### config.mk
export PLATFORM = sky130hd
export DESIGN_NAME = count_uart_tx_flat
export DESIGN_NICKNAME = d
export VERILOG_FILES = /design/src/rtl/count_uart_pkg.sv /design/src/rtl/count_uart_if.sv /design/src/rtl/count_baud_gen.sv /design/src/rtl/count_uart_tx.sv /design/src/flat_wrapper.sv
export SDC_FILE = /design/constraint.sdc
export NUM_CORES = 1
export LEC_CHECK = 0
export ABC_AREA = 1
export BUFFER_PORTS_ARGS = -buffer_cell sky130_fd_sc_hd__buf_2
export CAP_MARGIN = 10
export CORE_ASPECT_RATIO = 0.8
export CORE_MARGIN = 2
export CORE_UTILIZATION = 50
export CTS_BUF_LIST = sky130_fd_sc_hd__clkbuf_8
export DETAILED_ROUTE_END_ITERATION = 12
export GPL_TIMING_DRIVEN = 0
export PLACE_DENSITY = 0.75
export SLEW_MARGIN = 15
export SYNTH_ARGS = -nofsm -noshare
export SYNTH_HDL_FRONTEND = slang
export SYNTH_SLANG_ARGS = --single-unit
### constraint.sdc
create_clock -name clk -period 2.7 [get_ports clk]
set_input_delay 0.135 -clock clk [delete_from_list [all_inputs] [get_ports clk]]
set_output_delay 0.135 -clock clk [all_outputs]
set_load 0.02 [all_outputs]
### src/rtl/count_uart_pkg.sv
// rtl/count_uart_pkg.sv - shared state encoding and frame constants; COUNT_UART_PARITY_EN adds the parity bit
package count_uart_pkg;

  localparam int DATA_W = 8;

  typedef enum logic [2:0] {
    S_IDLE   = 3'd0,
    S_START  = 3'd1,
    S_DATA   = 3'd2,
    S_PARITY = 3'd3,
    S_STOP   = 3'd4
  } state_e;

  function automatic int unsigned frame_bits();
`ifdef COUNT_UART_PARITY_EN
    return 11;
`else
    return 10;
`endif
  endfunction

endpackage

### src/rtl/count_uart_if.sv
// rtl/count_uart_if.sv - valid/ready byte handshake into the UART transmitter
interface count_uart_if;
  import count_uart_pkg::*;

  logic [DATA_W-1:0] in_data;
  logic              in_valid;
  logic              in_ready;

  modport master (output in_data, output in_valid, input  in_ready);
  modport slave  (input  in_data, input  in_valid, output in_ready);

endinterface

### src/rtl/count_baud_gen.sv
// rtl/count_baud_gen.sv - bit-period divider; tick marks the last cycle of each bit
module count_baud_gen #(
  parameter int CLKS_PER_BIT = 4
) (
  input  logic clk,
  input  logic rst,
  input  logic run,
  output logic tick,
  output logic tick_next
);

  localparam int CW = (CLKS_PER_BIT > 1) ? $clog2(CLKS_PER_BIT) : 1;
  localparam logic [CW-1:0] LAST = CW'(CLKS_PER_BIT - 1);
  localparam logic [CW-1:0] PREV = CW'(CLKS_PER_BIT - 2);

  logic [CW-1:0] cnt;

  always_ff @(posedge clk) begin
    if (rst || !run) begin
      cnt <= '0;
    end else if (cnt == LAST) begin
      cnt <= '0;
    end else begin
      cnt <= cnt + CW'(1);
    end
  end

  // tick_next lets the owner register a flag that lines up with tick
  assign tick      = run && (cnt == LAST);
  assign tick_next = run && (cnt == PREV);

endmodule

### src/rtl/count_uart_tx.sv
// rtl/count_uart_tx.sv - 8N1 serialiser for the counter byte; COUNT_UART_PARITY_EN inserts an even-parity bit
module count_uart_tx
  import count_uart_pkg::*;
#(
  parameter int CLKS_PER_BIT = 4,
  parameter int DATA_W       = 8
) (
  input  logic        clk,
  input  logic        rst,
  count_uart_if.slave in_if,
  output logic        tx,
  output logic        busy,
  output logic        done
);

  if (CLKS_PER_BIT < 2 || CLKS_PER_BIT > 65535) begin : g_bad_clks
    $error("count_uart_tx: CLKS_PER_BIT must be within 2..65535");
  end
  if (DATA_W != 8) begin : g_bad_width
    $error("count_uart_tx: DATA_W must be 8");
  end

  localparam logic [2:0] IDLE   = S_IDLE;
  localparam logic [2:0] START  = S_START;
  localparam logic [2:0] DATA   = S_DATA;
  localparam logic [2:0] STOP   = S_STOP;
`ifdef COUNT_UART_PARITY_EN
  localparam logic [2:0] PARITY = S_PARITY;
`endif

  logic [2:0]        state;
  logic [DATA_W-1:0] shift;
  logic [2:0]        bit_idx;
  logic              in_ready_q;
  logic              tick;
  logic              tick_next;
  logic              run;

  assign run          = (state != IDLE);
  assign in_if.in_ready = in_ready_q;

  count_baud_gen #(
    .CLKS_PER_BIT(CLKS_PER_BIT)
  ) u_baud (
    .clk      (clk),
    .rst      (rst),
    .run      (run),
    .tick     (tick),
    .tick_next(tick_next)
  );

  always_ff @(posedge clk) begin
    if (rst) begin
      state      <= IDLE;
      shift      <= '0;
      bit_idx    <= '0;
      tx         <= 1'b1;
      busy       <= 1'b0;
      done       <= 1'b0;
      in_ready_q <= 1'b1;
    end else begin
      done <= (state == STOP) && tick_next;
      case (state)
        IDLE: begin
          if (in_if.in_valid && in_ready_q) begin
            shift      <= in_if.in_data;
            state      <= START;
            tx         <= 1'b0;
            busy       <= 1'b1;
            in_ready_q <= 1'b0;
          end
        end
        START: begin
          if (tick) begin
            state   <= DATA;
            bit_idx <= 3'd0;
            tx      <= shift[0];
          end
        end
        DATA: begin
          if (tick) begin
            if (bit_idx == 3'd7) begin
`ifdef COUNT_UART_PARITY_EN
              state <= PARITY;
              tx    <= ^shift;
`else
              state <= STOP;
              tx    <= 1'b1;
`endif
            end else begin
              bit_idx <= bit_idx + 3'd1;
              tx      <= shift[bit_idx + 3'd1];
            end
          end
        end
`ifdef COUNT_UART_PARITY_EN
        PARITY: begin
          if (tick) begin
            state <= STOP;
            tx    <= 1'b1;
          end
        end
`endif
        STOP: begin
          if (tick) begin
            state      <= IDLE;
            bit_idx    <= 3'd0;
            busy       <= 1'b0;
            in_ready_q <= 1'b1;
          end
        end
        default: begin
          state      <= IDLE;
          tx         <= 1'b1;
          busy       <= 1'b0;
          in_ready_q <= 1'b1;
        end
      endcase
    end
  end

endmodule

### src/flat_wrapper.sv
// flat-port wrapper written by rule: the top's interface ports become plain ports
module count_uart_tx_flat import count_uart_pkg::*;
#(
  parameter int CLKS_PER_BIT = 4,
  parameter int DATA_W       = 8
)
  (clk, rst, tx, busy, done, in_if_in_data, in_if_in_valid, in_if_in_ready);
  count_uart_if in_if_i ();
  input  logic clk;
  input  logic rst;
  output logic tx;
  output logic busy;
  output logic done;
  input wire logic [$bits(in_if_i.in_data)-1:0] in_if_in_data;
  input wire logic [$bits(in_if_i.in_valid)-1:0] in_if_in_valid;
  output wire logic [$bits(in_if_i.in_ready)-1:0] in_if_in_ready;
  assign in_if_i.in_data = in_if_in_data;
  assign in_if_i.in_valid = in_if_in_valid;
  assign in_if_in_ready = in_if_i.in_ready;
  count_uart_tx #(.CLKS_PER_BIT(CLKS_PER_BIT), .DATA_W(DATA_W)) u_core (.clk(clk), .rst(rst), .in_if(in_if_i), .tx(tx), .busy(busy), .done(done));
endmodule
==> results by group <==
Cells and area
  • Area delta synth->final: 17.6%
  • Multi-input gate area: around 470 sq um
  • Finished Cell Area: 1140 sq um
  • Fill count: 184
  • Share of cells above drive strength 1: 16.6%
  • Final #Nets: 173
  • Register area: around 400 sq um
  • Ant. Diodes: 0

Timing
  • Worst slew margin: between 80% and 90%
  • Final setup skew: between 2 and 2.5 ps
  • Peak Freq: approximately 640 MHz
  • Fin Setup TNS: 0 ps
  • RSZ-0062 raised after global routing: no
  • Slew Viols, Final: 0
  • Period utilisation layout: between 50% and 60%
  • Worst Slack Setup Final: around 1100 ps
  • Crit path time final: roughly 1600 ps
  • Setup violators final: 0
  • Worst slew pin tran: 232 ps
  • Final hold viol count: 0

Logic synthesis
  • Dominant cell type by area after synthesis: dfxtp_1
  • Top-count cell post-synth: nand2_1
  • Synth Area in Compound Gates: ~15%
  • Post-synth design cell area: between 900 and 1000 sq um
  • Post-synth ARST share: 0%
  • Syn_area_per_cell: 7.00 sq um
  • Post-Synth Adder-Cell Area: around 5%
  • Sequential-to-total area share from yosys stat: roughly two fifths
  • Syn nets: roughly 150
  • Largest cells by area after synthesis: dfxtp_1 41%, nand2_1 13%, inv_1 8.5%
  • Main combinational cell family by area after synthesis: simple AND/OR/NAND/NOR gates
  • Top cells by count, synth: 33 x nand2_1, 22 x inv_1, 20 x dfxtp_1
  • Post-synth EDFFs: 0
  • XOR/XNOR share of the synthesized area: 0%
  • Yosys top cell area share: between 40 and 50%
  • Post-Synthesis Cells: around 140
  • Post-synthesis mux area share: 0%
  • Post-synth cell types: 17
  • Flop and latch count out of synthesis: 20
  • Synth warnings: 0
  • Top_reg_cell synth: dfxtp_1
  • Simple-Gate Fraction of Synth Area: about 28%

Pwr
  • P per Cell Area: approximately 1100 nW/um^2
  • Max VDD drop: between 600 and 700 uV
  • Leakage: between 0.5 and 0.6 nW

Hold path
  • Hold Crit Class: primary input to register

Worst setup path
  • Critical path buffers and inverters: 1
  • CP required: 2860 ps
  • Delay-heaviest family, CP: adder cells
  • Critical Path Slowest Stage Cell: dfxtp_1
  • Largest fanout on the critical path: 8
  • Worst path cell trace: ha_1 -> ha_1 -> inv_1 -> nand3_1 -> nand3_1 -> nand3_1 -> nand2_1 -> nand2_1 -> nand2_1 -> nand2_1
  • Critical path startpoint category: register
  • Delay of the slowest critical-path stage: approximately 380 ps
  • Worst setup EP type: register
  • Worst setup path class: register to register
  • Arr. time, crit path: between 1500 and 2000 ps
  • Most repeated library cell on the critical path: nand2_1

Route
  • Final WL: around 1.8 mm
  • Vias/cell: slightly below 5
  • Via count: roughly 880
  • DRT antenna net count: 0
  • Drt drc: 0
  • Wire per inst: 10.1 um
  • Initial DRC count: 35
  • DRT Pass-1 Iters: 4

Placed design
  • Port bufs: 14
  • Placed wire-length estimate: between 1 and 1.5 mm
  • Pre-CTS setup slack: between 1000 and 1500 ps
  • Routability cong.: 0.843
  • Dpl cell area: between 1000 and 1500 sq um

Clocking
  • Clk Latency, worst-skew pair: 260 ps
  • Hold buffer count at CTS: 0
  • CTS buffer count: 3
  • Clock tree buffer depth: 2
  • H-tree depth reported by CTS: 1
  • Clock slew at reported path FFs: about 80 ps
  • CTS Root Cell: clkbuf_8
  • Clk sinks: 20
  • CTS tree: done
  • Post-cts sizing count: 0
  • Postcts setup bufs: 0

GRT
  • Grt total ovfl: 0
  • First-pass GRT wire length: just over 3 mm
  • Antenna violations before repair: 0
  • Vias in the first global route: slightly above 700
  • GRT Util Overall: between 10% and 20%
  • Largest net degree at the start of global routing: 13

Floorplan
  • Die area: approximately 2300 sq um
  • Core Rows: 14
  • Top-Level Pins: 15
  • Chip Height: 43.5 um
  • Die width: roughly 53 um
  • Core area: between 1500 and 2000 sq um
  • Initial Utilization: a little over half

Status
  • Status: complete, no violations

Flow run
  • MaxCap Viol Count: 0
## cell type report
class / instances / area share [%]
Buffer: 2 / 1.42
Tap cell: 24 / 2.62
Clock inverter: 1 / 2.62
Multi-Input combinational cell: 94 / 41.1
Timing Repair Buffer: 14 / 6.12
Sequential cell: 20 / 35.0
Inverter: 23 / 7.54
Clock buffer: 3 / 3.61
## layer usage
| metal | vias to the layer above | track usage, % | wire length, um |
|---|---|---|---|
| met2 | 26 | 27.2 | 786 |
| met1 | 367 | 25.7 | 896 |
| met5 | - | 0 | 0 |
| li1 | 481 | - | - |
| met4 | 0 | 3.08 | 9 |
| met3 | 2 | 6.21 | 135 |
## flip-flops by register name (all words and copies together), names as in the netlist
register	count
u_core.tx	1
u_core.in_if.in_ready	1
u_core.busy	1
u_core.shift	8
u_core.done	1
u_core.bit_idx	3
u_core.state	3
u_core.u_baud.cnt	2
## path summary, 6_finish.rpt
kind | start | endpoint | slack (ps) | cells after the start
max | u_core.bit_idx[0] | u_core.tx | 1150 | 10
min | rst | u_core.state[0] | 80 | 2
max reg2reg | u_core.bit_idx[0] | u_core.tx | 1150 | 10
min reg2reg | u_core.shift[5] | u_core.shift[5] | 440 | 2
## cells in the final DEF (no fill, tap or decap)
cell type,instances
ha_1,4
a21oi_1,11
bufinv_16,1
clkbuf_8,3
nand3_4,1
buf_2,15
inv_1,22
nor2_1,14
a21oi_2,1
o21ai_0,15
nand2_1,33
o2111ai_1,1
inv_2,1
nand3_2,1
buf_6,1
nand3_1,10
nor2_2,2
dfxtp_1,20
nand4_1,1
## where the power goes
group | switching [mW] | internal (mW)
Sequential | 0.0635 | 0.379
Combinational | 0.299 | 0.163
Clock | 0.101 | 0.198
## per-stage QoR
step	utilization (%)	power (mW)	hold WS [ps]	std cells
after floorplan	-	0.802	204	139
after global placement	57.8	0.892	356	177
after detailed placement	57.8	0.904	359	177
after CTS	61.7	1.21	79.6	181
after global routing	61.7	1.30	87.8	181
final	61.7	1.20	82.9	181
## logic make-up (layout without fill, tap and decap cells)
logic type	after synthesis	after routing
AOI/OAI and AO/OA	28	28
adders and majority gates	4	4
buffers and inverters	25	43
DFF	20	20
and+or+nand+nor	62	62
(Power assumes the default switching activity.)
